File: config.mk
export PLATFORM = sky130hd
export DESIGN_NAME = hazard_control_unit
export DESIGN_NICKNAME = d
export VERILOG_FILES = /design/src/rtl/hazard_control_unit.sv
export SDC_FILE = /design/constraint.sdc
export NUM_CORES = 1
export LEC_CHECK = 0
export ABC_AREA = 1
export CORE_MARGIN = 2
export CORE_UTILIZATION = 38
export DETAILED_ROUTE_END_ITERATION = 12
export GPL_ROUTABILITY_DRIVEN = 0
export PLACE_DENSITY = 0.7
export REMOVE_ABC_BUFFERS = 1
export SYNTH_ARGS = -nofsm -noshare
export SYNTH_HDL_FRONTEND = slang
export SYNTH_SLANG_ARGS = --single-unit
File: constraint.sdc
create_clock -name clk -period 3.5 [get_ports clk]
set_clock_uncertainty 0.15 [all_clocks]
set_input_delay 0.7 -clock clk [delete_from_list [all_inputs] [get_ports clk]]
set_output_delay 0.7 -clock clk [all_outputs]
set_load 0.005 [all_outputs]
File: src/rtl/hazard_control_unit.sv
// -----------------------------------------------------------------------------
// hazard_control_unit
//
// Stall/flush controller for the RV32I pipeline. It sits beside the ID stage
// and handles these cases, highest priority first:
//   - the MUL/DIV occupancy freeze (the multi-cycle state machine is owned here)
//   - ALU result feeding an ID-resolved branch/JALR
//   - load result feeding an ID-resolved branch/JALR
//   - classic load-use
//   - branch misprediction flush
// It also keeps saturating stall and flush event counters.
//
// Parameters
//   REG_W        register-address width
//   MUL_LATENCY  total EX occupancy of MUL-class ops (>= 2)
//   DIV_LATENCY  total EX occupancy of DIV/REM-class ops (>= 2)
//   CNT_W        performance counter width
//
// Ports
//   clk, reset                      clock, synchronous active-high reset
//   idex_reg_write, idex_mem_read   ID/EX instruction writes rd / is a load
//   idex_rd                         ID/EX destination register
//   exmem_mem_read, exmem_rd        EX/MEM load flag and destination register
//   ifid_rs1, ifid_rs2              IF/ID source registers
//   id_branch, id_jalr              IF/ID holds a branch / JALR resolved in ID
//   id_resolve                      branch outcome valid this cycle
//   id_predicted, id_jump_taken     predicted and actual direction
//   ex_mc_start, ex_mc_div          multi-cycle op in EX; DIV (1) or MUL (0)
//   perf_clear                      clear both performance counters
//   pc_write, ifid_write,
//   idex_enable                     stage advance enables
//   bubble_id, bubble_mem           zero control entering ID/EX / EX/MEM
//   flush                           squash the IF/ID instruction
//   mc_busy                         registered: state machine is in BUSY
//   mc_done                         last occupancy cycle of the multi-cycle op
//   stall_count, flush_count        saturating event counters
// -----------------------------------------------------------------------------
module hazard_control_unit #(
  parameter int REG_W       = 5,
  parameter int MUL_LATENCY = 6,
  parameter int DIV_LATENCY = 7,
  parameter int CNT_W       = 32
) (
  input  logic             clk,
  input  logic             reset,
  input  logic             idex_reg_write,
  input  logic             idex_mem_read,
  input  logic [REG_W-1:0] idex_rd,
  input  logic             exmem_mem_read,
  input  logic [REG_W-1:0] exmem_rd,
  input  logic [REG_W-1:0] ifid_rs1,
  input  logic [REG_W-1:0] ifid_rs2,
  input  logic             id_branch,
  input  logic             id_jalr,
  input  logic             id_resolve,
  input  logic             id_predicted,
  input  logic             id_jump_taken,
  input  logic             ex_mc_start,
  input  logic             ex_mc_div,
  input  logic             perf_clear,
  output logic             pc_write,
  output logic             ifid_write,
  output logic             idex_enable,
  output logic             bubble_id,
  output logic             bubble_mem,
  output logic             flush,
  output logic             mc_busy,
  output logic             mc_done,
  output logic [CNT_W-1:0] stall_count,
  output logic [CNT_W-1:0] flush_count
);

  localparam int MAX_LAT = (MUL_LATENCY > DIV_LATENCY) ? MUL_LATENCY : DIV_LATENCY;
  // The counter is loaded with LAT-2 at most, so it never has to hold MAX_LAT.
  localparam int MC_W = (MAX_LAT > 2) ? $clog2(MAX_LAT) : 1;

  localparam logic [MC_W-1:0]  MUL_INIT = MC_W'(MUL_LATENCY - 2);
  localparam logic [MC_W-1:0]  DIV_INIT = MC_W'(DIV_LATENCY - 2);
  localparam logic [CNT_W-1:0] CNT_MAX  = '1;

  typedef enum logic {
    IDLE = 1'b0,
    BUSY = 1'b1
  } mc_state_e;

  mc_state_e        state_q, state_d;
  logic [MC_W-1:0]  cnt_q, cnt_d;
  logic [CNT_W-1:0] stall_count_q, stall_count_d;
  logic [CNT_W-1:0] flush_count_q, flush_count_d;

  // Hazard conditions. x0 is hard-wired to zero, so it never creates a
  // dependency.
  logic br;
  logic idex_match, exmem_match;
  logic freeze, alu_br, load_br, load_use, mispredict;

  assign br          = id_branch | id_jalr;
  assign idex_match  = (idex_rd  != '0) & ((idex_rd  == ifid_rs1) | (idex_rd  == ifid_rs2));
  assign exmem_match = (exmem_rd != '0) & ((exmem_rd == ifid_rs1) | (exmem_rd == ifid_rs2));

  assign freeze     = ((state_q == IDLE) & ex_mc_start) | ((state_q == BUSY) & (cnt_q != '0));
  assign alu_br     = idex_reg_write & br & idex_match;
  assign load_br    = exmem_mem_read & br & exmem_match;
  assign load_use   = idex_mem_read & idex_match;
  assign mispredict = id_resolve & (id_predicted ^ id_jump_taken);

  always_comb begin
    // NOTE: every output and next-state signal gets a default before any branch,
    // so no path through the block leaves a value unassigned (no latches).
    pc_write    = 1'b1;
    ifid_write  = 1'b1;
    idex_enable = 1'b1;
    bubble_id   = 1'b0;
    bubble_mem  = 1'b0;
    flush       = 1'b0;
    mc_done     = 1'b0;
    state_d     = state_q;
    cnt_d       = cnt_q;

    // One action per cycle. Flush is the lowest priority, so a mispredicted
    // branch held by a stall re-resolves once the stall clears.
    if (freeze) begin
      pc_write    = 1'b0;
      ifid_write  = 1'b0;
      idex_enable = 1'b0;
      bubble_mem  = 1'b1;
    end else if (alu_br | load_br | load_use) begin
      pc_write   = 1'b0;
      ifid_write = 1'b0;
      bubble_id  = 1'b1;
    end else if (mispredict) begin
      flush = 1'b1;
    end

    // Occupancy: start cycle + (LAT-2) counting cycles + one done cycle.
    unique case (state_q)
      IDLE: begin
        if (ex_mc_start) begin
          state_d = BUSY;
          cnt_d   = ex_mc_div ? DIV_INIT : MUL_INIT;
        end
      end
      BUSY: begin
        if (cnt_q != '0) begin
          cnt_d = cnt_q - MC_W'(1);
        end else begin
          mc_done = 1'b1;
          state_d = IDLE;
        end
      end
      default: state_d = IDLE;
    endcase

    // Counters saturate instead of wrapping; a clear beats an increment.
    stall_count_d = stall_count_q;
    flush_count_d = flush_count_q;
    if (perf_clear) begin
      stall_count_d = '0;
      flush_count_d = '0;
    end else begin
      if (!pc_write && stall_count_q != CNT_MAX) stall_count_d = stall_count_q + CNT_W'(1);
      if (flush && flush_count_q != CNT_MAX)     flush_count_d = flush_count_q + CNT_W'(1);
    end
  end

  always_ff @(posedge clk) begin
    // NOTE: sequential state uses non-blocking assignments so every register
    // samples the values that were present before the edge.
    if (reset) begin
      state_q       <= IDLE;
      cnt_q         <= '0;
      stall_count_q <= '0;
      flush_count_q <= '0;
    end else begin
      state_q       <= state_d;
      cnt_q         <= cnt_d;
      stall_count_q <= stall_count_d;
      flush_count_q <= flush_count_d;
    end
  end

  assign mc_busy     = (state_q == BUSY);
  assign stall_count = stall_count_q;
  assign flush_count = flush_count_q;

endmodule

==> results of run 1 <==
-- placed cells by master, fill, tap and decap left out, types with 2 or more instances in the layout --
master and count:
xor2_1 36, inv_2 5, nand3b_1 7, buf_4 11
nor2_1 89, dfxtp_1 68, nand2_1 250, clkbuf_16 9
nor3_2 2, nand2_2 3, nand3_1 56, ha_1 4
o21ai_0 4, a21oi_1 64, clkbuf_1 2, clkdlybuf4s50_1 94
nand4_1 39, nor2_4 2, inv_1 66, dlymetal6s2s_1 10
nor3b_1 2, nor3_1 30, xnor2_1 13, nor2_2 3
-- logic make-up (layout without fill, tap and decap cells) --
| logic type | Yosys count | in the layout | share of synthesized area, % |
|---|---|---|---|
| AND/OR/NAND/NOR | 489 | 489 | 44.8 |
| XOR/XNOR | 49 | 49 | 8.99 |
| AO/OA/AOI/OAI | 73 | 73 | 7.81 |
| adder cells (fa/ha/maj) | 4 | 4 | 1.05 |
| flip-flops | 68 | 68 | 28.5 |
| buffers and inverters | 100 | 201 | 8.83 |
-- final timing paths --
| check | endpoint | cells after the start | start | slack (ns) |
|---|---|---|---|---|
| worst max register to register | stall_count[1] | 11 | stall_count[0] | 0.95 |
| worst min-delay path | cnt_q[1] | 2 | cnt_q[1] | 0.32 |
| worst min register to register | cnt_q[1] | 2 | cnt_q[1] | 0.32 |
| worst max-delay path | flush | 11 | idex_rd[3] | 0.13 |
-- worst reg2reg max path: cells and delay by family (launching register included) --
kind                       cells  cell delay [ns]
and+or+nand+nor                9             1.42
adders and majority gates      1             0.28
DFF                            1             0.46
buffers and inverters          1             0.12
-- power by group --
group	internal (mW)	switching, mW	total (mW)	leakage [nW]
logic	0.102	0.152	0.255	1.69
clock network	0.489	0.333	0.823	0.125
registers	0.782	0.00823	0.790	0.549
total	1.37	0.494	1.87	2.36
-- through the flow --
step	setup WS [ns]	util, %	total power [mW]
5_1_grt	0.00216	51.6	1.95
3_5_place_dp	0.0396	49.2	1.06
3_3_place_gp	0.0518	49.2	1.06
4_1_cts	0.0275	51.3	1.89
2_1_floorplan	0.104	-	0.931
6_report	0.133	51.6	1.87
-- area by class of cell --
class	instances	area [um^2]	share of cell area, %
multi-input cells	615	3000	48.0
inverters	72	270	4.32
well taps	168	210	3.36
clock buffers	12	246	3.94
clock inverters	2	12.5	0.200
flip-flops and latches	68	1360	21.8
repair buffers	115	1150	18.4
-- flip-flops by register name, summed over array words and instances (netlist names) --
register	cells
flush_count	32
cnt_q	3
stall_count	32
mc_busy	1
-- routing by layer --
metal,up-vias,GRT usage [%]
met5,-,0
met4,0,6.51
met2,127,35.4
met3,26,5.70
li1,2727,-
met1,2304,27.6
==> qor.yml, run 1 <==
avgSynthCellArea_um2: 6.10
wl_met3_um: 683
setup.worst_path.class: "in2out"
viasPerCell: 4.93
synth_flop_cell: "dfxtp_1"
htree_num_levels: 3
max_slew_vio_count: 0
drt-wirelength-per-cell_um: 13.2
fp.coreArea_um2: 12100
period_share_pct: 96.2
buffer_ports.inserted: 104
path_max_fanout: 3
drtPass1Iterations: 5
worst-slew-pin-transition_ns: 0.637
final_nets: 918
critical_path.slowest_cell: "clkdlybuf4s50_1"
layout.filler_cells: 1269
detailed_place.area_um2: 5960
synth.most_common_cell: "nand2_1"
critical_path_buf_inv_count: 4
grtUsageTotal_pct: 21.5
worst_skew_pair.late_latency_ns: 0.34
final_design_area_no_fill_um2: 6250
drt_wl_total_mm: 13.9
tritoncts: "built"
synth.area.top_cells: "dfxtp_1, nand2_1, nor2_1"
dpl.cell_count: 1038
post_cts_buffers: 0
cpLargestDelayFamily: "buffers and inverters"
initial_core_utilization_pct: 39.4
clock.fmax_ghz: 0.297
synthesis.yosys.warnings: 0
hold-worst-slack_ns: 0.316
antenna_violations_before_repair: 0
die_area_um2: 13500
clk_root_buffer_cell: "clkbuf_16"
routed-via-count: 5184
totalNegativeSetupSlack_ns: 0
power_per_cell_area_nw_per_um2: 299
critPathCaptureType: "primary output"
slew-limit-headroom_pct: 57.2
overflow: 0
peakVddDrop_uv: 226
power.static_leakage_nw: 2.36
timing.max_cap.violations: 0
met2_wire_length_mm: 6.40
clock_path_buffers: 2
share_of_post_route_cells_with_drive_strength_above_1_pct: 4.98
dp.final_hpwl_mm: 10.2
synth.cells.most_frequent: "nand2_1, nor2_1, dfxtp_1, inv_1, a21oi_1"
wl_met1_mm: 6.51
period_minus_slack_ns: 3.37
edff_count_synth: 0
ys_types: 33
fin_cells: 1052
required_time_of_the_critical_path_ns: 2.65
postSynth.asyncResetShare_pct: 0
drc: 0
chipHeight_um: 116
top_layer_used: "met4"
num_antenna_cells: 0
postCtsResizedCells: 0
placement_rows: 40
grt_pass1_vias: 4791
tritoncts.num_buffers: 9
outcome: "finished clean"
synth_sequential_area_ratio_pct: 28.5
synth_top_area_share_pct: 28.5
synthCells: 783
cp_slowest_stage_delay_ns: 0.48
cts-hold-fix-buffers: 0
post-synth-top-area-cell: "dfxtp_1"
ant_nets: 0
critical_path.most_common_cell: "nand2_1"
i_o_pins: 105
cts_num_sinks: 68
rsz0062_at_grt: "no"
flow.area_growth_from_synthesis_pct: 31.0
finalSetupViolCount: 0
detailedRoute.firstIterationViolations: 431
crit_path_start_kind: "primary input"
wire_length_of_the_first_global_routing_pass_mm: 23.1
chipWidth_um: 116
hp-class: "reg2reg"
synthesis.area_um2: 4770
finalHoldViolCount: 0
critPathArrivalTime_ns: 2.52
grt_max_degree: 35
clkTransAtPathRegs_ns: 0.05
ys_seq_elements: 68
cp_cell_sequence: "clkdlybuf4s50_1, inv_1, nand3_1, nor3_1, nor2_1, nand2_1, nand2_1, nor2_4, nand2_1, inv_1, clkdlybuf4s50_1"
No activity file was read; power rests on OpenSTA's default activity.
==> inputs of run 2 (changes only) <==
--- a/config.mk
+++ b/config.mk
@@ -6,6 +6,7 @@
 export NUM_CORES = 1
 export LEC_CHECK = 0
 export ABC_AREA = 1
+export CORE_ASPECT_RATIO = 0.7
 export CORE_MARGIN = 2
 export CORE_UTILIZATION = 38
 export DETAILED_ROUTE_END_ITERATION = 12
==> constraint.sdc (replaced) <==
create_clock -name clk -period 4.36 [get_ports clk]
set_clock_uncertainty 0.15 [all_clocks]
set_input_delay 0.872 -clock clk [delete_from_list [all_inputs] [get_ports clk]]
set_output_delay 0.872 -clock clk [all_outputs]
set_load 0.005 [all_outputs]
==> qor.yml, run 2 (synthesized netlist as in run 1, its figures left out) <==
drc: 0
path_max_fanout: 4
slew-limit-headroom_pct: 47.9
finalHoldViolCount: 0
grt_max_degree: 35
dp.final_hpwl_mm: 10.8
crit_path_start_kind: "primary input"
critical_path.most_common_cell: "nand2_1"
place_worst_setup_slack_ns: 0.626
ant_nets: 0
clock.fmax_ghz: 0.269
fin_cells: 1044
worst_skew_pair.late_latency_ns: 0.33
cp_slowest_stage_delay_ns: 0.48
peakVddDrop_uv: 184
clock_path_buffers: 2
final_nets: 914
placement_rows: 34
required_time_of_the_critical_path_ns: 3.34
outcome: "finished clean"
flow.area_growth_from_synthesis_pct: 30.9
critPathArrivalTime_ns: 2.69
chipHeight_um: 97.8
drtPass1Iterations: 6
final_util_pct: 50.6
die_area_um2: 13500
overflow: 0
drt-wirelength-per-cell_um: 13.9
finalSetupViolCount: 0
grtUsageTotal_pct: 21.6
final_common_cell: "nand2_1"
period_share_pct: 85.1
critPathCaptureType: "primary output"
totalNegativeSetupSlack_ns: 0
clk_root_buffer_cell: "clkbuf_16"
rsz0062_at_grt: "no"
tritoncts.num_buffers: 9
period_minus_slack_ns: 3.71
cp_cell_sequence: "clkdlybuf4s50_1, nor3_1, nand3_1, nand3_1, inv_1, nand2_1, nand2_1, nor2_4, nand2_1, inv_1, clkdlybuf4s50_1"
max_slew_vio_count: 0
cts-hold-fix-buffers: 0
hp-class: "reg2reg"
buffer_ports.inserted: 104
cts_num_sinks: 68
power_per_cell_area_nw_per_um2: 261
power.static_leakage_nw: 2.27
wire_length_of_the_first_global_routing_pass_mm: 23.5
antenna_violations_before_repair: 0
grt_pass1_vias: 4575
routed-via-count: 5321
num_antenna_cells: 0
i_o_pins: 105
share_of_post_route_cells_with_drive_strength_above_1_pct: 4.65
timing.max_cap.violations: 0
htree_num_levels: 3
hold-worst-slack_ns: 0.312
setup.worst_path.class: "in2out"
layout.filler_cells: 1302
chipWidth_um: 138
initial_core_utilization_pct: 38.7
layout_common_cells: "nand2_1, clkdlybuf4s50_1, nor2_1"
postLayoutSetupSlackWorst_ns: 0.648
worst-slew-pin-transition_ns: 0.775
tritoncts: "built"
clkTransAtPathRegs_ns: 0.06
postCtsResizedCells: 0
post_cts_buffers: 0
fp.coreArea_um2: 12300
critical_path.slowest_cell: "clkdlybuf4s50_1"
detailedRoute.firstIterationViolations: 534
viasPerCell: 5.10
drt_wl_total_mm: 14.5
dpl.cell_count: 1028
==> run 2: final cells by class <==
| type | instances | area, um^2 | area share [%] |
|---|---|---|---|
| clock buffer | 10 | 239 | 3.82 |
| clock inverter | 6 | 87.6 | 1.40 |
| inverter | 72 | 270 | 4.33 |
| multi-input combinational | 615 | 2990 | 47.9 |
| sequential | 68 | 1360 | 21.8 |
| tap | 162 | 203 | 3.24 |
| timing repair buffer | 111 | 1090 | 17.5 |
==> run 2: worst max-delay path, delay by kind of cell <==
kind	cells	cell delay (ns)
AND/OR/NAND/NOR	7	0.76
buffers and inverters	4	1.04
==> run 2: power breakdown <==
group | switching, mW | total, mW | internal (mW) | leakage [nW]
combinational | 0.123 | 0.202 | 0.0788 | 1.57
sequential | 0.00620 | 0.634 | 0.627 | 0.549
clock | 0.281 | 0.796 | 0.515 | 0.151
==> run 2: path summary, 6_finish.rpt <==
check / from / slack [ns] / cells past startpoint / end
worst min register to register: cnt_q[1] / 0.31 / 2 / cnt_q[1]
worst max-delay path: exmem_rd[3] / 0.65 / 11 / flush
worst max register to register: stall_count[0] / 1.48 / 11 / stall_count[1]
worst min-delay path: cnt_q[1] / 0.31 / 2 / cnt_q[1]
==> run 2: per-layer routing <==
metal | vias up | global-route usage, % | wire length [um]
met4 | 0 | 3.38 | 78
li1 | 2732 | - | -
met2 | 209 | 27.3 | 5230
met1 | 2374 | 35.6 | 7640
met3 | 6 | 5.92 | 1560
met5 | - | 0 | 0
==> run 2: per-stage QoR <==
| stage | area, um^2 | power (mW) |
|---|---|---|
| floorplan | 4620 | 0.747 |
| global placement | 5920 | 0.846 |
| detailed placement | 5920 | 0.848 |
| CTS | 6250 | 1.65 |
| global route | 6250 | 1.71 |
| finish | 6250 | 1.63 |
==> inputs of run 3 (changes only) <==
--- a/config.mk
+++ b/config.mk
@@ -13,6 +13,7 @@
 export GPL_ROUTABILITY_DRIVEN = 0
 export PLACE_DENSITY = 0.7
 export REMOVE_ABC_BUFFERS = 1
+export SLEW_MARGIN = 0
 export SYNTH_ARGS = -nofsm -noshare
 export SYNTH_HDL_FRONTEND = slang
 export SYNTH_SLANG_ARGS = --single-unit
==> results of run 3 <==
Same layout as run 2: the final DEF is identical, and so are final timing and power.
